## config.mk

```make
export PLATFORM = sky130hd
export DESIGN_NAME = serial_adder
export DESIGN_NICKNAME = d
export VERILOG_FILES = /design/src/rtl/serial_adder.sv
export SDC_FILE = /design/constraint.sdc
export NUM_CORES = 1
export LEC_CHECK = 0
export ABC_AREA = 1
export BUFFER_PORTS_ARGS = -buffer_cell sky130_fd_sc_hd__buf_2
export CAP_MARGIN = 40
export CORE_UTILIZATION = 40
export CTS_CLUSTER_SIZE = 14
export DETAILED_ROUTE_END_ITERATION = 8
export GPL_ROUTABILITY_DRIVEN = 0
export PLACE_DENSITY = 0.58
export SKIP_LAST_GASP = 1
export SYNTH_ARGS = -nofsm -noshare
export SYNTH_HDL_FRONTEND = slang
export SYNTH_SLANG_ARGS = --single-unit
export TNS_END_PERCENT = 20
```

## constraint.sdc

```tcl
create_clock -name clk -period 1.43 [get_ports clk]
set_clock_uncertainty 0.05 [all_clocks]
set_input_delay 0.286 -clock clk [delete_from_list [all_inputs] [get_ports clk]]
set_output_delay 0.286 -clock clk [all_outputs]
set_load 0.02 [all_outputs]
```

## src/rtl/serial_adder.sv

```systemverilog
// Bit-serial adder: one full-adder evaluation per clock, LSB first, with a
// registered carry and a start/busy/done handshake.
module serial_adder #(
    parameter int WIDTH = 8
) (
    input  logic             clk,
    input  logic             rst,
    input  logic             start,
    input  logic [WIDTH-1:0] a,
    input  logic [WIDTH-1:0] b,
    input  logic             cin,
    output logic             busy,
    output logic             done,
    output logic [WIDTH-1:0] sum,
    output logic             cout
);

    localparam int CNT_W = $clog2(WIDTH);
    localparam logic [CNT_W-1:0] LAST = CNT_W'(WIDTH - 1);

    typedef enum logic {IDLE, SHIFT} state_t;

    state_t           state;
    logic [WIDTH-1:0] a_sh;
    logic [WIDTH-1:0] b_sh;
    logic [WIDTH-1:0] sum_sh;
    logic             carry;
    logic [CNT_W-1:0] cnt;
    logic             s;
    logic             c;

    // Full-adder cell: returns {carry_out, sum_bit}.
    function automatic logic [1:0] full_add(input logic x, input logic y, input logic ci);
        return {(x & y) | ((x ^ y) & ci), x ^ y ^ ci};
    endfunction

    assign {c, s} = full_add(a_sh[0], b_sh[0], carry);

    always_ff @(posedge clk or posedge rst) begin
        if (rst) begin
            state  <= IDLE;
            a_sh   <= '0;
            b_sh   <= '0;
            sum_sh <= '0;
            carry  <= 1'b0;
            cnt    <= '0;
            busy   <= 1'b0;
            done   <= 1'b0;
            sum    <= '0;
            cout   <= 1'b0;
        end else begin
            done <= 1'b0;
            case (state)
                IDLE: begin
                    if (start) begin
                        a_sh   <= a;
                        b_sh   <= b;
                        carry  <= cin;
                        sum_sh <= '0;
                        cnt    <= '0;
                        busy   <= 1'b1;
                        state  <= SHIFT;
                    end
                end
                SHIFT: begin
                    sum_sh <= {s, sum_sh[WIDTH-1:1]};
                    a_sh   <= {1'b0, a_sh[WIDTH-1:1]};
                    b_sh   <= {1'b0, b_sh[WIDTH-1:1]};
                    carry  <= c;
                    cnt    <= cnt + 1'b1;
                    // Last bit: publish the result and free the adder in the same edge.
                    if (cnt == LAST) begin
                        sum   <= {s, sum_sh[WIDTH-1:1]};
                        cout  <= c;
                        done  <= 1'b1;
                        busy  <= 1'b0;
                        state <= IDLE;
                    end
                end
                default: state <= IDLE;
            endcase
        end
    end

endmodule

```

==> flow_summary.json, run 1 <==
{
  "nets": 240,
  "cp-start-kind": "flop",
  "worstPathArrival_ps": 1480,
  "leakagePower_nw": 1.033,
  "synth.avg_cell_area_sq_um": 9.267,
  "drive_gt1_share_pct": 24.07,
  "end_kind": "flop",
  "final_util_pct": 51.58,
  "numPlacedInstances": 256,
  "grt_pass1_vias": 1258,
  "core_sq_mm": 0.003799,
  "fp.dieArea_sq_mm": 0.004361,
  "maxSlewHeadroom_pct": 65.30,
  "max_slew.worst_pin.slew_ps": 520.6,
  "ys_warn_count": 0,
  "reg2reg_slack_ps": 70,
  "die_w_um": 66.04,
  "root_buffer": "clkbuf_8",
  "clock_path_buffers": 2,
  "required_ps": 1550,
  "drt_iter0_drc": 57,
  "synthToLayoutAreaGrowth_pct": 19.45,
  "setup_tns_ps": 0,
  "start_util_pct": 43.18,
  "multi_input_area_sq_um": 569.3,
  "crit_type": "flop to flop",
  "drv_cap": 0,
  "slowest_delay_ps": 400,
  "dpl.hpwl_mm": 2.247,
  "instances_no_fill": 264,
  "ys_ff_latch": 39,
  "mostFrequentLayoutCells": "nand2_1 (63), dfrtp_1 (39), nand3_1 (32), buf_2 (30), o21ai_1 (15)",
  "finalWorstSetupSlack_ps": 68.93,
  "fin_crit_ps": 1361,
  "slew_violations": 0,
  "seq_area_frac_synth_pct": 59.50,
  "synth_area_sq_mm": 0.001640,
  "synthDistinctLibCells": 15,
  "routedWlPerCell_um": 11.99,
  "antenna_found_initial": 0,
  "preCtsSetupSlack_ps": -17.04,
  "clk_latency_ps": 280,
  "drtAntennaViolNets": 0,
  "status": "completed",
  "ir_worst_vdd_mv": 0.7656,
  "critical_path_peak_fanout": 9,
  "finalPower_mw": 3.962,
  "die_height_um": 66.04,
  "hold_viol": 0,
  "grt_start_max_net_pins": 40,
  "syn_inst": 177,
  "ioPinCount": 31,
  "grt_overflow": 0,
  "max_freq_ghz": 0.7347,
  "setup_viol": 0,
  "r2r_cells": 6,
  "clock-sinks": 39,
  "whs_ps": 56.22,
  "drt-total-wl_mm": 3.165,
  "antennaDiodeCount": 0,
  "r2r-end": "cout",
  "dr.pass1.iters": 4,
  "cts_buffers": 5,
  "final_area_sq_mm": 0.001959,
  "mostFrequentLayoutCell": "nand2_1",
  "reg2reg_from": "cnt[0]",
  "port_buffers": 30,
  "drc": 0,
  "routed_via_density": 4.875,
  "track_usage_pct": 16.29,
  "synth_nets": 201,
  "num_rows": 22,
  "vias": 1287,
  "worstPathCellList": "ha_1, ha_1, nand2_4, inv_2, nand2_1, nand2_1",
  "clk_pin_slew_worst_paths_ps": 70,
  "htreeDepth": 2,
  "cts_setup_buffers": 0,
  "rsz0062_at_grt": "true",
  "p_per_area_mw_per_mm2": 2022,
  "cts_tree": "built",
  "hold_class": "input pin to async pin",
  "fin_crit_sh_pct": 95.18,
  "grt_pass1_wl_mm": 5.402,
  "seq_area_sq_um": 975.9,
  "cp_slowest_cell": "dfrtp_1",
  "n_fill_cell": 379,
  "postPlaceCellArea_sq_mm": 0.001861
}
layer usage:
layer | global-route usage (%) | wire length (um) | part of all wire (%)
met2 | 28.19 | 1561 | 49
met3 | 4.138 | 117 | 3.7
met5 | 0 | 0 | 0
met4 | 4.787 | 31 | 0.98
met1 | 19.89 | 1454 | 46
flip-flops by register name (all words and copies together), names as in the netlist, 3 cells and up:
name and flops:
sum 8, b_sh 8, cnt 3, a_sh 8, sum_sh 7
worst max path at each step:
stage                     cells past startpoint  slack [ps]  endpoint    from
after floorplan                               6         100    sum[1]  cnt[0]
after global placement                        6          60      cout  cnt[0]
after detailed placement                      6         -20      cout  cnt[0]
after CTS                                     6          50      cout  cnt[0]
after global routing                          6          -7      cout  cnt[0]
final                                         6          70      cout  cnt[0]
area by class of cell:
class / count / share of cell area (%)
clock buffers: 6 / 4.215
clock inverters: 1 / 0.2554
inverters: 11 / 2.107
flip-flops and latches: 39 / 49.81
repair buffers: 40 / 11.49
multi-input cells: 119 / 29.05
well taps: 48 / 3.065
critical path: cells and delay by family (launching register included):
family,cells,cell delay (ps)
adder cells (fa/ha/maj),2,480
buffers and inverters,1,70
flip-flops,1,400
AND/OR/NAND/NOR,3,260
cells in the mapped netlist, drive strengths merged:
master	number	area (sq um)
dfrtp	39	975.9
nand3	32	160.2
nand2	64	242.7
fa	1	20.02
buf	9	65.06
nor2	2	15.01
a21boi	1	7.510
o21ai	15	75.07
ha	3	37.54
inv	11	41.29
cell families after synthesis:
family	share of synthesized area, %
AND/OR/NAND/NOR	25.48
adder cells (fa/ha/maj)	3.509
flip-flops	59.50
buffers and inverters	6.483
AO/OA/AOI/OAI	5.034
what timing repair did:
item                                    CTS  global route
hold buffers                              0             0
gates resized for setup                   1             0
endpoints found under the setup margin    2             2
gates cloned                              0             1
where the power goes:
group / switching [mW] / internal (mW) / leakage [nW]
Clock: 0.352 / 0.378 / 0.0470
Sequential: 0.292 / 1.54 / 0.508
Combinational: 0.839 / 0.555 / 0.478
(Power assumes the default switching activity.)
==> run 2: changes to the inputs <==
--- a/config.mk
+++ b/config.mk
@@ -5,14 +5,13 @@
 export SDC_FILE = /design/constraint.sdc
 export NUM_CORES = 1
 export LEC_CHECK = 0
-export ABC_AREA = 1
 export BUFFER_PORTS_ARGS = -buffer_cell sky130_fd_sc_hd__buf_2
 export CAP_MARGIN = 40
 export CORE_UTILIZATION = 40
 export CTS_CLUSTER_SIZE = 14
 export DETAILED_ROUTE_END_ITERATION = 8
 export GPL_ROUTABILITY_DRIVEN = 0
-export PLACE_DENSITY = 0.58
+export PLACE_DENSITY = 0.57
 export SKIP_LAST_GASP = 1
 export SYNTH_ARGS = -nofsm -noshare
 export SYNTH_HDL_FRONTEND = slang
==> flow_summary.json, run 2 <==
{
  "whs_ps": 205.4,
  "synthArstFlopShare_pct": 100.0,
  "core_sq_mm": 0.004058,
  "critical_path_peak_fanout": 5,
  "required_ps": 1550,
  "final_util_pct": 50.54,
  "grt_pass1_vias": 1121,
  "drtAntennaViolNets": 0,
  "mostFrequentLayoutCell": "dfrtp_1",
  "ioPinCount": 31,
  "num_rows": 23,
  "dr.pass1.iters": 3,
  "synth_ff_type": "dfrtp_1",
  "numPlacedInstances": 223,
  "antennaDiodeCount": 0,
  "setup.worst_path.end": "sum[0]",
  "grt_overflow": 0,
  "drc": 0,
  "yosys-top-cells-area": "dfrtp_1 (57%), mux2i_1 (9.9%), mux2_2 (6.6%)",
  "nets": 207,
  "pwr-share-clk_pct": 17.1,
  "synthToLayoutAreaGrowth_pct": 19.29,
  "swShare_pct": 35.73,
  "drive_gt1_share_pct": 32.61,
  "synth-edff-count": 0,
  "status": "completed",
  "hold_class": "input pin to flop",
  "cp-start-kind": "flop",
  "seqPwrFrac_pct": 45.2,
  "cts_buffers": 5,
  "reg2reg_slack_ps": 40,
  "vias": 1109,
  "reg_top3": "a_sh (8), b_sh (8), sum (8)",
  "comb_power_share_pct": 37.6,
  "drt_iter0_drc": 30,
  "p_int_mw": 2.629,
  "routed_via_density": 4.739,
  "cts_tree": "built",
  "fin_crit_sh_pct": 97.39,
  "drv_cap": 0,
  "start_util_pct": 42.37,
  "instances_no_fill": 234,
  "drt-total-wl_mm": 3.041,
  "synthDistinctLibCells": 20,
  "synth_top_cell_by_area": "dfrtp_1",
  "maxSlewHeadroom_pct": 82.03,
  "seq_area_frac_synth_pct": 56.77,
  "grt_start_max_net_pins": 40,
  "grt_pass1_wl_mm": 5.002,
  "r2r-end": "sum[0]",
  "root_buffer": "clkbuf_8",
  "end_kind": "flop",
  "routedWlPerCell_um": 13.00,
  "setup_viol": 0,
  "synth_area_sq_mm": 0.001719,
  "netSwitchingPower_mw": 1.462,
  "ir_worst_vdd_mv": 0.8161,
  "worstPathArrival_ps": 1520,
  "mostFrequentLayoutCells": "dfrtp_1 (39), buf_2 (30), nand2_1 (23), mux2i_1 (17), o21ai_1 (15)",
  "setup_tns_ps": 0,
  "r2r_cells": 4,
  "clock-sinks": 39,
  "antenna_found_initial": 0,
  "syn_inst": 144,
  "dpl.hpwl_mm": 1.982,
  "p_per_area_mw_per_mm2": 1995,
  "synth.avg_cell_area_sq_um": 11.94,
  "ys_ff_latch": 39,
  "max_slew.worst_pin.slew_ps": 269.6,
  "hold_viol": 0,
  "finalPower_mw": 4.091,
  "n_fill_cell": 383,
  "reg2reg_from": "cnt[1]",
  "crit_type": "flop to flop",
  "synthTopCellsByCount": "dfrtp_1 (39), nand2_1 (23), mux2i_1 (17)",
  "worstSetupStartpoint": "cnt[1]",
  "max_freq_ghz": 0.7180,
  "fp.dieArea_sq_mm": 0.004564,
  "synthMostInstantiatedCell": "dfrtp_1",
  "die_height_um": 67.56,
  "die_w_um": 67.56,
  "synth_top_area_share_pct": 56.77,
  "fin_crit_ps": 1393,
  "htreeDepth": 2,
  "ys_warn_count": 0,
  "slew_violations": 0,
  "leakagePower_nw": 1.030,
  "synth_nets": 168,
  "clock_path_buffers": 2,
  "clk_latency_ps": 290,
  "port_buffers": 30,
  "clk_pin_slew_worst_paths_ps": 70,
  "track_usage_pct": 15.38
}
## run 2: layer usage
layer | vias to the layer above | wire [um] | global-route usage [%]
met2 | 24 | 1450 | 24.75
li1 | 561 | - | -
met4 | 0 | 53 | 6.383
met5 | - | 0 | 0
met1 | 519 | 1376 | 18.23
met3 | 5 | 162 | 5.912
## run 2: worst min-delay path by stage
stage | from | endpoint | slack (ps) | cells past startpoint
after detailed placement | rst | a_sh[3] | 310 | 3
after floorplan | a[7] | a_sh[7] | 390 | 2
after CTS | a[7] | a_sh[7] | 200 | 3
after global routing | a[7] | a_sh[7] | 210 | 3
final | a[7] | a_sh[7] | 210 | 3
after global placement | rst | a_sh[2] | 300 | 3
## run 2: area by class of cell
| type | count | area [sq um] | share of cell area [%] |
|---|---|---|---|
| Tap cell | 50 | 62.56 | 3.051 |
| Inverter | 3 | 11.26 | 0.5491 |
| Sequential cell | 39 | 975.9 | 47.59 |
| Timing Repair Buffer | 40 | 252.7 | 12.32 |
| Clock buffer | 7 | 76.32 | 3.722 |
| Clock inverter | 1 | 5.005 | 0.2441 |
| Multi-Input combinational cell | 94 | 666.9 | 32.52 |
## run 2: kinds of logic after synthesis
logic type	synth area share, %
AOI/OAI and AO/OA	7.860
adders and majority gates	3.348
buffers and inverters	5.967
DFF	56.77
muxes	16.45
and+or+nand+nor	9.607
## run 2: what timing repair did
action	CTS	global route
setup endpoints to repair	9	9
pin swaps	2	1
gates cloned	1	0
hold buffers	1	0
gates resized for setup	2	2
buffers inserted	1	0
endpoints found under the hold margin	39	0
## run 2: metrics by stage
stage | area [sq um] | worst slack [ps]
final | 2051 | 37.34
after global routing | 2051 | -8.178
after CTS | 2038 | -12.12
after detailed placement | 1926 | -65.24
after global placement | 1926 | -28.03
after floorplan | 1719 | 9.256
## run 2: critical path: stages (launching register included)
cell	delay [ps]
dfrtp_1	390
ha_2	220
ha_4	190
nand2_4	90
mux2_2	340
## run 2: power groups by stage
stage	Combinational [mW]	Clock, mW	Sequential [mW]
floorplan	1.01	0	1.94
global placement	1.43	0	1.83
detailed placement	1.48	0	1.85
CTS	1.52	0.728	1.85
global route	1.74	0.777	1.92
finish	1.54	0.701	1.85
==> run 3: changes to the inputs <==
--- a/config.mk
+++ b/config.mk
@@ -11,7 +11,6 @@
 export CTS_CLUSTER_SIZE = 14
 export DETAILED_ROUTE_END_ITERATION = 8
 export GPL_ROUTABILITY_DRIVEN = 0
-export PLACE_DENSITY = 0.57
 export SKIP_LAST_GASP = 1
 export SYNTH_ARGS = -nofsm -noshare
 export SYNTH_HDL_FRONTEND = slang
==> flow_summary.json, run 3 (synthesized netlist as in run 2, its figures left out) <==
{
  "status": "completed",
  "drc": 0,
  "routed_via_density": 4.828,
  "antennaDiodeCount": 0,
  "final_util_pct": 50.26,
  "slew_violations": 0,
  "dpl.hpwl_mm": 2.032,
  "fp.dieArea_sq_mm": 0.004564,
  "mostFrequentLayoutCell": "dfrtp_1",
  "crit_type": "flop to flop",
  "nets": 205,
  "dr.pass1.iters": 4,
  "htreeDepth": 2,
  "ir_worst_vdd_mv": 0.9688,
  "ctsHoldBuffers": 0,
  "p_per_area_mw_per_mm2": 2063,
  "worstPathArrival_ps": 1510,
  "drt-total-wl_mm": 3.071,
  "maxSlewHeadroom_pct": 67.85,
  "cp-start-kind": "flop",
  "end_kind": "flop",
  "grt_start_max_net_pins": 40,
  "start_util_pct": 42.37,
  "synthToLayoutAreaGrowth_pct": 18.63,
  "grt_pass1_vias": 1164,
  "vias": 1120,
  "die_height_um": 67.56,
  "track_usage_pct": 15.53,
  "max_slew.worst_pin.slew_ps": 482.3,
  "clock-sinks": 39,
  "critical_path_peak_fanout": 5,
  "mostFrequentLayoutCells": "dfrtp_1 (39), buf_2 (30), nand2_1 (23), mux2i_1 (17), o21ai_1 (15)",
  "core_sq_mm": 0.004058,
  "drv_cap": 0,
  "n_fill_cell": 372,
  "drt_iter0_drc": 58,
  "cts_tree": "built",
  "hold_class": "input pin to async pin",
  "cts_buffers": 5,
  "drtAntennaViolNets": 0,
  "reg_top3": "a_sh (8), b_sh (8), sum (8)",
  "fin_crit_sh_pct": 96.80,
  "leakagePower_nw": 1.027,
  "grt_overflow": 0,
  "grt_pass1_wl_mm": 5.140,
  "num_rows": 23,
  "port_buffers": 30,
  "clk_pin_slew_worst_paths_ps": 70,
  "max_freq_ghz": 0.7224,
  "clock_path_buffers": 2,
  "root_buffer": "clkbuf_8",
  "setup_viol": 0,
  "die_w_um": 67.56,
  "drive_gt1_share_pct": 32.97,
  "ioPinCount": 31,
  "antenna_found_initial": 0,
  "clk_latency_ps": 290,
  "required_ps": 1560,
  "finalPower_mw": 4.207,
  "setup_tns_ps": 0,
  "hold_viol": 0,
  "fin_crit_ps": 1384,
  "reg2reg_slack_ps": 50,
  "routedWlPerCell_um": 13.24
}
run 3: timing repair:
action | in CTS | in global routing
pin swaps | 2 | 0
gates resized for setup | 2 | 2
setup buffers | 1 | 1
endpoints found under the setup margin | 9 | 9
endpoints found under the hold margin | 0 | 0
cloned | 1 | 0
run 3: per-stage QoR:
stage | instance area (sq um) | setup WS (ps) | hold slack [ps] | instances
floorplan | 1719 | 9.256 | 392.3 | 144
global placement | 1898 | -26.33 | 371.0 | 221
detailed placement | 1898 | -62.81 | 389.3 | 221
CTS | 2019 | -16.05 | 73.50 | 231
global route | 2039 | -0.2367 | 98.04 | 232
finish | 2039 | 45.76 | 53.68 | 232
run 3: final cells by class:
type | count | area [sq um] | area share, %
sequential | 39 | 975.9 | 47.85
multi-input combinational | 94 | 666.9 | 32.70
timing repair buffer | 38 | 222.7 | 10.92
clock buffer | 8 | 100.1 | 4.908
tap | 50 | 62.56 | 3.067
inverter | 3 | 11.26 | 0.5521
run 3: final timing paths:
check	cells after the start	start	endpoint
min in group clk	3	b[7]	b_sh[7]
min	3	rst	sum_sh[4]
max	4	cnt[0]	sum[0]
min reg2reg	2	b_sh[4]	b_sh[3]
max reg2reg	4	cnt[0]	sum[0]
max in group asynchronous	3	rst	b_sh[0]
run 3: report_power, final:
part | internal (mW) | total, mW | switching (mW)
combinational | 0.716 | 1.54 | 0.826
sequential | 1.56 | 1.85 | 0.296
clock | 0.440 | 0.811 | 0.371
run 3: critical path, stage by stage (launching register included):
cell	delay, ps
dfrtp_1	390
ha_2	210
ha_4	180
nand2_4	100
mux2_2	350
run 3: routing by layer:
metal	GRT usage (%)	vias up	part of all wire (%)
met5	0	-	0
met4	7.181	0	1.5
met2	25.25	22	50
li1	-	559	-
met3	4.392	5	4.8
met1	18.86	534	44
